[config.mk]
export PLATFORM = sky130hd
export DESIGN_NAME = lsu_mem_initiator_flat
export DESIGN_NICKNAME = d
export VERILOG_FILES = /design/src/rtl/lsu_mem_initiator_if.sv /design/src/rtl/lsu_mem_initiator.sv /design/src/flat_wrapper.sv
export SDC_FILE = /design/constraint.sdc
export NUM_CORES = 1
export LEC_CHECK = 0
export BUFFER_PORTS_ARGS = -buffer_cell sky130_fd_sc_hd__buf_2
export CAP_MARGIN = 20
export CORE_UTILIZATION = 50
export CTS_CLUSTER_SIZE = 20
export DETAILED_ROUTE_END_ITERATION = 6
export PLACE_DENSITY = 0.93
export SETUP_SLACK_MARGIN = 0.4
export SYNTH_ARGS = -nofsm -noshare
export SYNTH_HDL_FRONTEND = slang
export SYNTH_SLANG_ARGS = --single-unit
[constraint.sdc]
create_clock -name clk -period 3.3 [get_ports clk]
set_input_delay 0.495 -clock clk [delete_from_list [all_inputs] [get_ports clk]]
set_output_delay 0.495 -clock clk [all_outputs]
set_load 0.005 [all_outputs]
[src/rtl/lsu_mem_initiator_if.sv]
// Bundles the core request/response handshakes and the byte-enabled memory port
// of the load/store initiator.
interface lsu_mem_initiator_if;
  logic        req_valid;
  logic        req_ready;
  logic        req_we;
  logic [2:0]  req_funct3;
  logic [31:0] req_addr;
  logic [31:0] req_wdata;

  logic        resp_valid;
  logic        resp_ready;
  logic [31:0] resp_rdata;
  logic        resp_err;
  logic [1:0]  resp_err_code;

  logic [3:0]  mem_w_enb;
  logic [3:0]  mem_r_enb;
  logic [31:0] mem_addr;
  logic [31:0] mem_w_data;
  logic [31:0] mem_r_data;

  // The initiator itself.
  modport slave (
    input  req_valid, req_we, req_funct3, req_addr, req_wdata,
    input  resp_ready, mem_r_data,
    output req_ready, resp_valid, resp_rdata, resp_err, resp_err_code,
    output mem_w_enb, mem_r_enb, mem_addr, mem_w_data
  );

  // The core and the memory, seen together from the other side.
  modport master (
    output req_valid, req_we, req_funct3, req_addr, req_wdata,
    output resp_ready, mem_r_data,
    input  req_ready, resp_valid, resp_rdata, resp_err, resp_err_code,
    input  mem_w_enb, mem_r_enb, mem_addr, mem_w_data
  );
endinterface

[src/rtl/lsu_mem_initiator.sv]
// Single-outstanding load/store initiator: legality check, one-cycle memory
// access, load-data extension and a registered response.
module lsu_mem_initiator #(
  parameter int ADDR_BITS   = 10,
  parameter int ALIGN_CHECK = 1
) (
  input  logic                clk,
  input  logic                rst,
  lsu_mem_initiator_if.slave  bus
);

  typedef enum logic [1:0] {IDLE, ACCESS, RESP} state_t;

  state_t      state_q, state_d;
  logic        we_q;
  logic [2:0]  funct3_q;
  logic [31:0] addr_q;
  logic [31:0] wdata_q;
  logic [31:0] rdata_q;
  logic        err_q;
  logic [1:0]  err_code_q;

  logic        funct3_illegal;
  logic        misaligned;
  logic        out_of_range;
  logic [2:0]  size_m1;
  logic [32:0] last_byte;
  logic [1:0]  check_code;
  logic [3:0]  enb_pattern;
  logic [31:0] load_data;

  // Legality of the request currently on the bus; the 33-bit sum keeps
  // addresses near the top of the 32-bit space from wrapping into range.
  always_comb begin
    funct3_illegal = 1'b0;
    misaligned     = 1'b0;
    size_m1        = 3'd3;
    if (bus.req_we) begin
      funct3_illegal = (bus.req_funct3 >= 3'b011);
    end else begin
      funct3_illegal = (bus.req_funct3 == 3'b011) || (bus.req_funct3 == 3'b110) ||
                       (bus.req_funct3 == 3'b111);
    end
    if (ALIGN_CHECK != 0) begin
      misaligned = ((bus.req_funct3[1:0] == 2'b01) && bus.req_addr[0]) ||
                   ((bus.req_funct3[1:0] == 2'b10) && (bus.req_addr[1:0] != 2'b00));
    end
    case (bus.req_funct3[1:0])
      2'b00:   size_m1 = 3'd0;
      2'b01:   size_m1 = 3'd1;
      default: size_m1 = 3'd3;
    endcase
    last_byte    = {1'b0, bus.req_addr} + {30'd0, size_m1};
    out_of_range = (last_byte >> ADDR_BITS) != 33'd0;
    if (funct3_illegal) begin
      check_code = 2'b10;
    end else if (misaligned) begin
      check_code = 2'b01;
    end else if (out_of_range) begin
      check_code = 2'b11;
    end else begin
      check_code = 2'b00;
    end
  end

  always_ff @(posedge clk) begin
    if (rst) begin
      state_q <= IDLE;
    end else begin
      state_q <= state_d;
    end
  end

  always_comb begin
    state_d = state_q;
    case (state_q)
      IDLE: begin
        if (bus.req_valid) begin
          state_d = (check_code == 2'b00) ? ACCESS : RESP;
        end
      end
      ACCESS:  state_d = RESP;
      RESP: begin
        if (bus.resp_ready) begin
          state_d = IDLE;
        end
      end
      default: state_d = IDLE;
    endcase
  end

  always_comb begin
    case (funct3_q[1:0])
      2'b00:   enb_pattern = 4'b0001;
      2'b01:   enb_pattern = 4'b0011;
      default: enb_pattern = 4'b1111;
    endcase
    bus.req_ready  = (state_q == IDLE);
    bus.resp_valid = (state_q == RESP);
    bus.mem_w_enb  = 4'b0000;
    bus.mem_r_enb  = 4'b0000;
    // rst gates the enables combinationally so a reset landing in ACCESS never writes.
    if ((state_q == ACCESS) && !rst) begin
      if (we_q) begin
        bus.mem_w_enb = enb_pattern;
      end else begin
        bus.mem_r_enb = enb_pattern;
      end
    end
  end

  always_comb begin
    case (funct3_q)
      3'b000:  load_data = {{24{bus.mem_r_data[7]}}, bus.mem_r_data[7:0]};
      3'b100:  load_data = {24'd0, bus.mem_r_data[7:0]};
      3'b001:  load_data = {{16{bus.mem_r_data[15]}}, bus.mem_r_data[15:0]};
      3'b101:  load_data = {16'd0, bus.mem_r_data[15:0]};
      default: load_data = bus.mem_r_data;
    endcase
  end

  always_ff @(posedge clk) begin
    if (rst) begin
      we_q       <= 1'b0;
      funct3_q   <= 3'd0;
      addr_q     <= 32'd0;
      wdata_q    <= 32'd0;
      rdata_q    <= 32'd0;
      err_q      <= 1'b0;
      err_code_q <= 2'b00;
    end else begin
      case (state_q)
        IDLE: begin
          if (bus.req_valid) begin
            we_q       <= bus.req_we;
            funct3_q   <= bus.req_funct3;
            addr_q     <= bus.req_addr;
            wdata_q    <= bus.req_wdata;
            rdata_q    <= 32'd0;
            err_q      <= (check_code != 2'b00);
            err_code_q <= check_code;
          end
        end
        ACCESS: begin
          rdata_q <= we_q ? 32'd0 : load_data;
        end
        default: begin
        end
      endcase
    end
  end

  assign bus.mem_addr      = addr_q;
  assign bus.mem_w_data    = wdata_q;
  assign bus.resp_rdata    = rdata_q;
  assign bus.resp_err      = err_q;
  assign bus.resp_err_code = err_code_q;

endmodule

[src/flat_wrapper.sv]
// flat-port wrapper written by rule: the top's interface ports become plain ports
module lsu_mem_initiator_flat 
#(
  parameter int ADDR_BITS   = 10,
  parameter int ALIGN_CHECK = 1
)
  (clk, rst, bus_req_valid, bus_req_we, bus_req_funct3, bus_req_addr, bus_req_wdata, bus_resp_ready, bus_mem_r_data, bus_req_ready, bus_resp_valid, bus_resp_rdata, bus_resp_err, bus_resp_err_code, bus_mem_w_enb, bus_mem_r_enb, bus_mem_addr, bus_mem_w_data);
  lsu_mem_initiator_if bus_i ();
  input  logic clk;
  input  logic rst;
  input wire logic [$bits(bus_i.req_valid)-1:0] bus_req_valid;
  input wire logic [$bits(bus_i.req_we)-1:0] bus_req_we;
  input wire logic [$bits(bus_i.req_funct3)-1:0] bus_req_funct3;
  input wire logic [$bits(bus_i.req_addr)-1:0] bus_req_addr;
  input wire logic [$bits(bus_i.req_wdata)-1:0] bus_req_wdata;
  input wire logic [$bits(bus_i.resp_ready)-1:0] bus_resp_ready;
  input wire logic [$bits(bus_i.mem_r_data)-1:0] bus_mem_r_data;
  output wire logic [$bits(bus_i.req_ready)-1:0] bus_req_ready;
  output wire logic [$bits(bus_i.resp_valid)-1:0] bus_resp_valid;
  output wire logic [$bits(bus_i.resp_rdata)-1:0] bus_resp_rdata;
  output wire logic [$bits(bus_i.resp_err)-1:0] bus_resp_err;
  output wire logic [$bits(bus_i.resp_err_code)-1:0] bus_resp_err_code;
  output wire logic [$bits(bus_i.mem_w_enb)-1:0] bus_mem_w_enb;
  output wire logic [$bits(bus_i.mem_r_enb)-1:0] bus_mem_r_enb;
  output wire logic [$bits(bus_i.mem_addr)-1:0] bus_mem_addr;
  output wire logic [$bits(bus_i.mem_w_data)-1:0] bus_mem_w_data;
  assign bus_i.req_valid = bus_req_valid;
  assign bus_i.req_we = bus_req_we;
  assign bus_i.req_funct3 = bus_req_funct3;
  assign bus_i.req_addr = bus_req_addr;
  assign bus_i.req_wdata = bus_req_wdata;
  assign bus_i.resp_ready = bus_resp_ready;
  assign bus_i.mem_r_data = bus_mem_r_data;
  assign bus_req_ready = bus_i.req_ready;
  assign bus_resp_valid = bus_i.resp_valid;
  assign bus_resp_rdata = bus_i.resp_rdata;
  assign bus_resp_err = bus_i.resp_err;
  assign bus_resp_err_code = bus_i.resp_err_code;
  assign bus_mem_w_enb = bus_i.mem_w_enb;
  assign bus_mem_r_enb = bus_i.mem_r_enb;
  assign bus_mem_addr = bus_i.mem_addr;
  assign bus_mem_w_data = bus_i.mem_w_data;
  lsu_mem_initiator #(.ADDR_BITS(ADDR_BITS), .ALIGN_CHECK(ALIGN_CHECK)) u_core (.clk(clk), .rst(rst), .bus(bus_i));
endmodule
==> flow_metrics.tcl <==
set metrics [dict create \
    clock_insertion_delay_worst_skew_ps 350 \
    switching_share_pct 27.89 \
    intPower_mw 1.747 \
    area_growth_pct 28.92 \
    gp_congestion 0.9020 \
    final_nets 847 \
    drt-initial-drc-count 179 \
    ys_seq_area_share_pct 47.58 \
    dr.pass1.iters 4 \
    dp_hpwl_mm 9.032 \
    hold_buffers 0 \
    ctsLongestPathBuffers 2 \
    ys_ff_latch 105 \
    grtUsageTotal_pct 25.23 \
    finalHoldViolCount 0 \
    drive_above_1_share_pct 34.27 \
    status "finished, final reports clean" \
    die_x_um 96 \
    cts-buffers-inserted 9 \
    drv_cap 0 \
    coreArea_um2 8382 \
    ys.flop_type "dfxtp_1" \
    peakVddDrop_uv 266.9 \
    syn_nets 653 \
    clk_pin_slew_ps 110 \
    p_leak_nw 2.615 \
    wirelength_mm 12.13 \
    p_comb_share_pct 14.3 \
    wl_met1_mm 4.953 \
    crit_arrival_ps 2020 \
    cts.sinks 105 \
    vias 4605 \
    grt_pass1_vias 4163 \
    critPathLaunch "u_core.state_q[1]$_SDFFE_PP0P_" \
    slew_violations 0 \
    r2r-start "u_core.state_q[1]$_SDFFE_PP0P_" \
    antenna_found_initial 0 \
    antennaDiodeCount 0 \
    final_common_cell "buf_2" \
    ant_nets 0 \
    initial_core_util_pct 52.71 \
    fin_setup_tns_ps 0 \
    p_clk_share_pct 29.9 \
    num_rows 33 \
    drc 0 \
    overflow 0 \
    yosysWarnings 0 \
    wl_per_cell_um 14.23 \
    fmax_ghz 0.3981 \
    start_kind "register" \
    synthesis.area_um2 4418 \
    power_frac_seq_pct 55.9 \
    setup_viol 0 \
    fill_cells 678 \
    die_area_um2 9216 \
    cts_root_buf "clkbuf_8" \
    period_share_pct 76.11 \
    grt_pass1_wl_mm 18.43 \
    slew_headroom_pct 40.04 \
    wl_met3_um 924 \
    hold_class "input port to register" \
    htree_levels 3 \
    tritoncts "yes" \
    critPathMaxFanout 10 \
    async_flop_share_pct 0 \
    synth_edf_count 0 \
    final_cell_mix "212 x buf_2, 169 x nand2_1, 105 x dfxtp_1, 86 x a21oi_1, 23 x o21ai_0" \
    p_per_area_nw_per_um2 425.5 \
    viasPerCell 5.405 \
    skew_ps 9.080 \
    worstSetupPathType "register to output pin" \
    multiInputGateArea_um2 2157 \
    fin_crit_ps 2512 \
    ios 213 \
    hold_start "bus_mem_r_data[1]" \
    synth.distinct_cells 55 \
    hold_ws_ps 356.9 \
    highest_layer "met4" \
    rsz0062_at_grt "no" \
    port_buffers 212 \
    post-cts-setup-buffers 0 \
    grt_max_degree 66 \
    endpoint_kind "output pin" \
    tightest_slew_ps 899.5 \
    cts_resized 0 \
    switchingPower_uw 675.8 \
    syn_inst 548 \
    cp.required_ps 2800 \
    fp.dieH_um 96 \
    syn_area_per_cell_um2 8.062 \
    route.met2.wl_mm 6.206 \
    seq_area_um2 2102 \
]
## worst max-delay path: stages, from the launching register on
cell	delay [ps]
dfxtp_1	350
nand2b_1	230
nor3_2	510
o21a_1	410
buf_2	180
## per-stage QoR
stage | setup WS (ps) | area (um2) | instances | power, mW | util, %
after global routing | 653.8 | 5695 | 852 | 2.551 | 67.95
after detailed placement | 719.6 | 5523 | 836 | 1.727 | 65.89
after global placement | 799.1 | 5523 | 836 | 1.713 | 65.89
final | 788.3 | 5695 | 852 | 2.423 | 67.95
after CTS | 796.6 | 5695 | 852 | 2.449 | 67.95
after floorplan | 966.5 | 4418 | 548 | 1.552 | -
## synth_stat cells (2+ instances only)
cell type    n  area share [%]
nand3_1      7            0.79
or3_1        2            0.28
dfxtp_1    105              48
nand2_1    170              14
a21oi_1     86             9.7
and2_1       3            0.42
or2_2        2            0.28
a211oi_1     4            0.68
nand3b_1     3            0.51
nor4_2       3            0.85
a221o_1      9             2.0
xnor2_1      2            0.40
clkbuf_1    32             2.7
inv_1        5            0.42
nor3_2       2            0.45
a22o_1       7             1.4
nand4_1      4            0.57
nand3_2      2            0.45
and4_1       7             1.4
nor3b_1      2            0.34
a31oi_1      2            0.28
a2111oi_2    2            0.68
o211ai_1     3            0.51
buf_4        2            0.34
o21ai_0     23             2.6
mux2i_1      6             1.4
and3_1       3            0.42
nor2_1      13             1.1
nor3_1       6            0.68
nor4_1       3            0.42
o21a_1       2            0.34
nor2b_1      3            0.42
## cell type report
class	instances	share of cell area (%)
multi-input cells	402	37.87
flip-flops and latches	105	36.91
repair buffers	219	19.55
clock buffers	11	2.307
well taps	105	2.307
clock inverters	5	0.7250
inverters	5	0.3295
## state kept, by name (all words and copies together), names as in the netlist
register                  count
u_core.state_q                2
u_core.we_q                   1
u_core.bus.mem_addr          32
u_core.funct3_q               3
u_core.bus.resp_rdata        32
u_core.bus.resp_err_code      2
u_core.bus.resp_err           1
u_core.bus.mem_w_data        32
## cells by family (layout without fill, tap and decap cells)
family / after synthesis / after routing / share of synthesized area (%)
AOI/OAI and AO/OA: 150 / 150 / 20.84
xor gates and xnor gates: 2 / 2 / 0.3966
adders and majority gates: 1 / 1 / 0.2832
buffers and inverters: 41 / 240 / 3.682
DFF: 105 / 105 / 47.58
muxes: 6 / 6 / 1.359
and+or+nand+nor: 243 / 243 / 25.86
## worst paths after layout
kind	endpoint	slack [ps]	depth (start not counted)
setup / recovery	bus_mem_r_enb[1]	790	4
hold reg to reg	u_core.bus.resp_rdata[7]$_SDFFE_PP0P_	450	2
hold / removal	u_core.bus.resp_rdata[1]$_SDFFE_PP0P_	360	2
setup reg to reg	u_core.bus.resp_rdata[9]$_SDFFE_PP0P_	1180	5
## power groups by stage
| stage | clock, mW | combinational, mW | sequential (mW) |
|---|---|---|---|
| floorplan | 0 | 0.166 | 1.39 |
| global placement | 0 | 0.335 | 1.38 |
| detailed placement | 0 | 0.345 | 1.38 |
| CTS | 0.750 | 0.346 | 1.35 |
| global route | 0.803 | 0.387 | 1.36 |
| finish | 0.724 | 0.346 | 1.35 |
## per-layer routing
metal | track usage [%] | vias up
li1 | - | 2287
met1 | 29.13 | 2116
met2 | 45.98 | 196
met3 | 6.082 | 6
met4 | 7.090 | 0
met5 | 0 | -
Power figures use the tool's default switching activity.
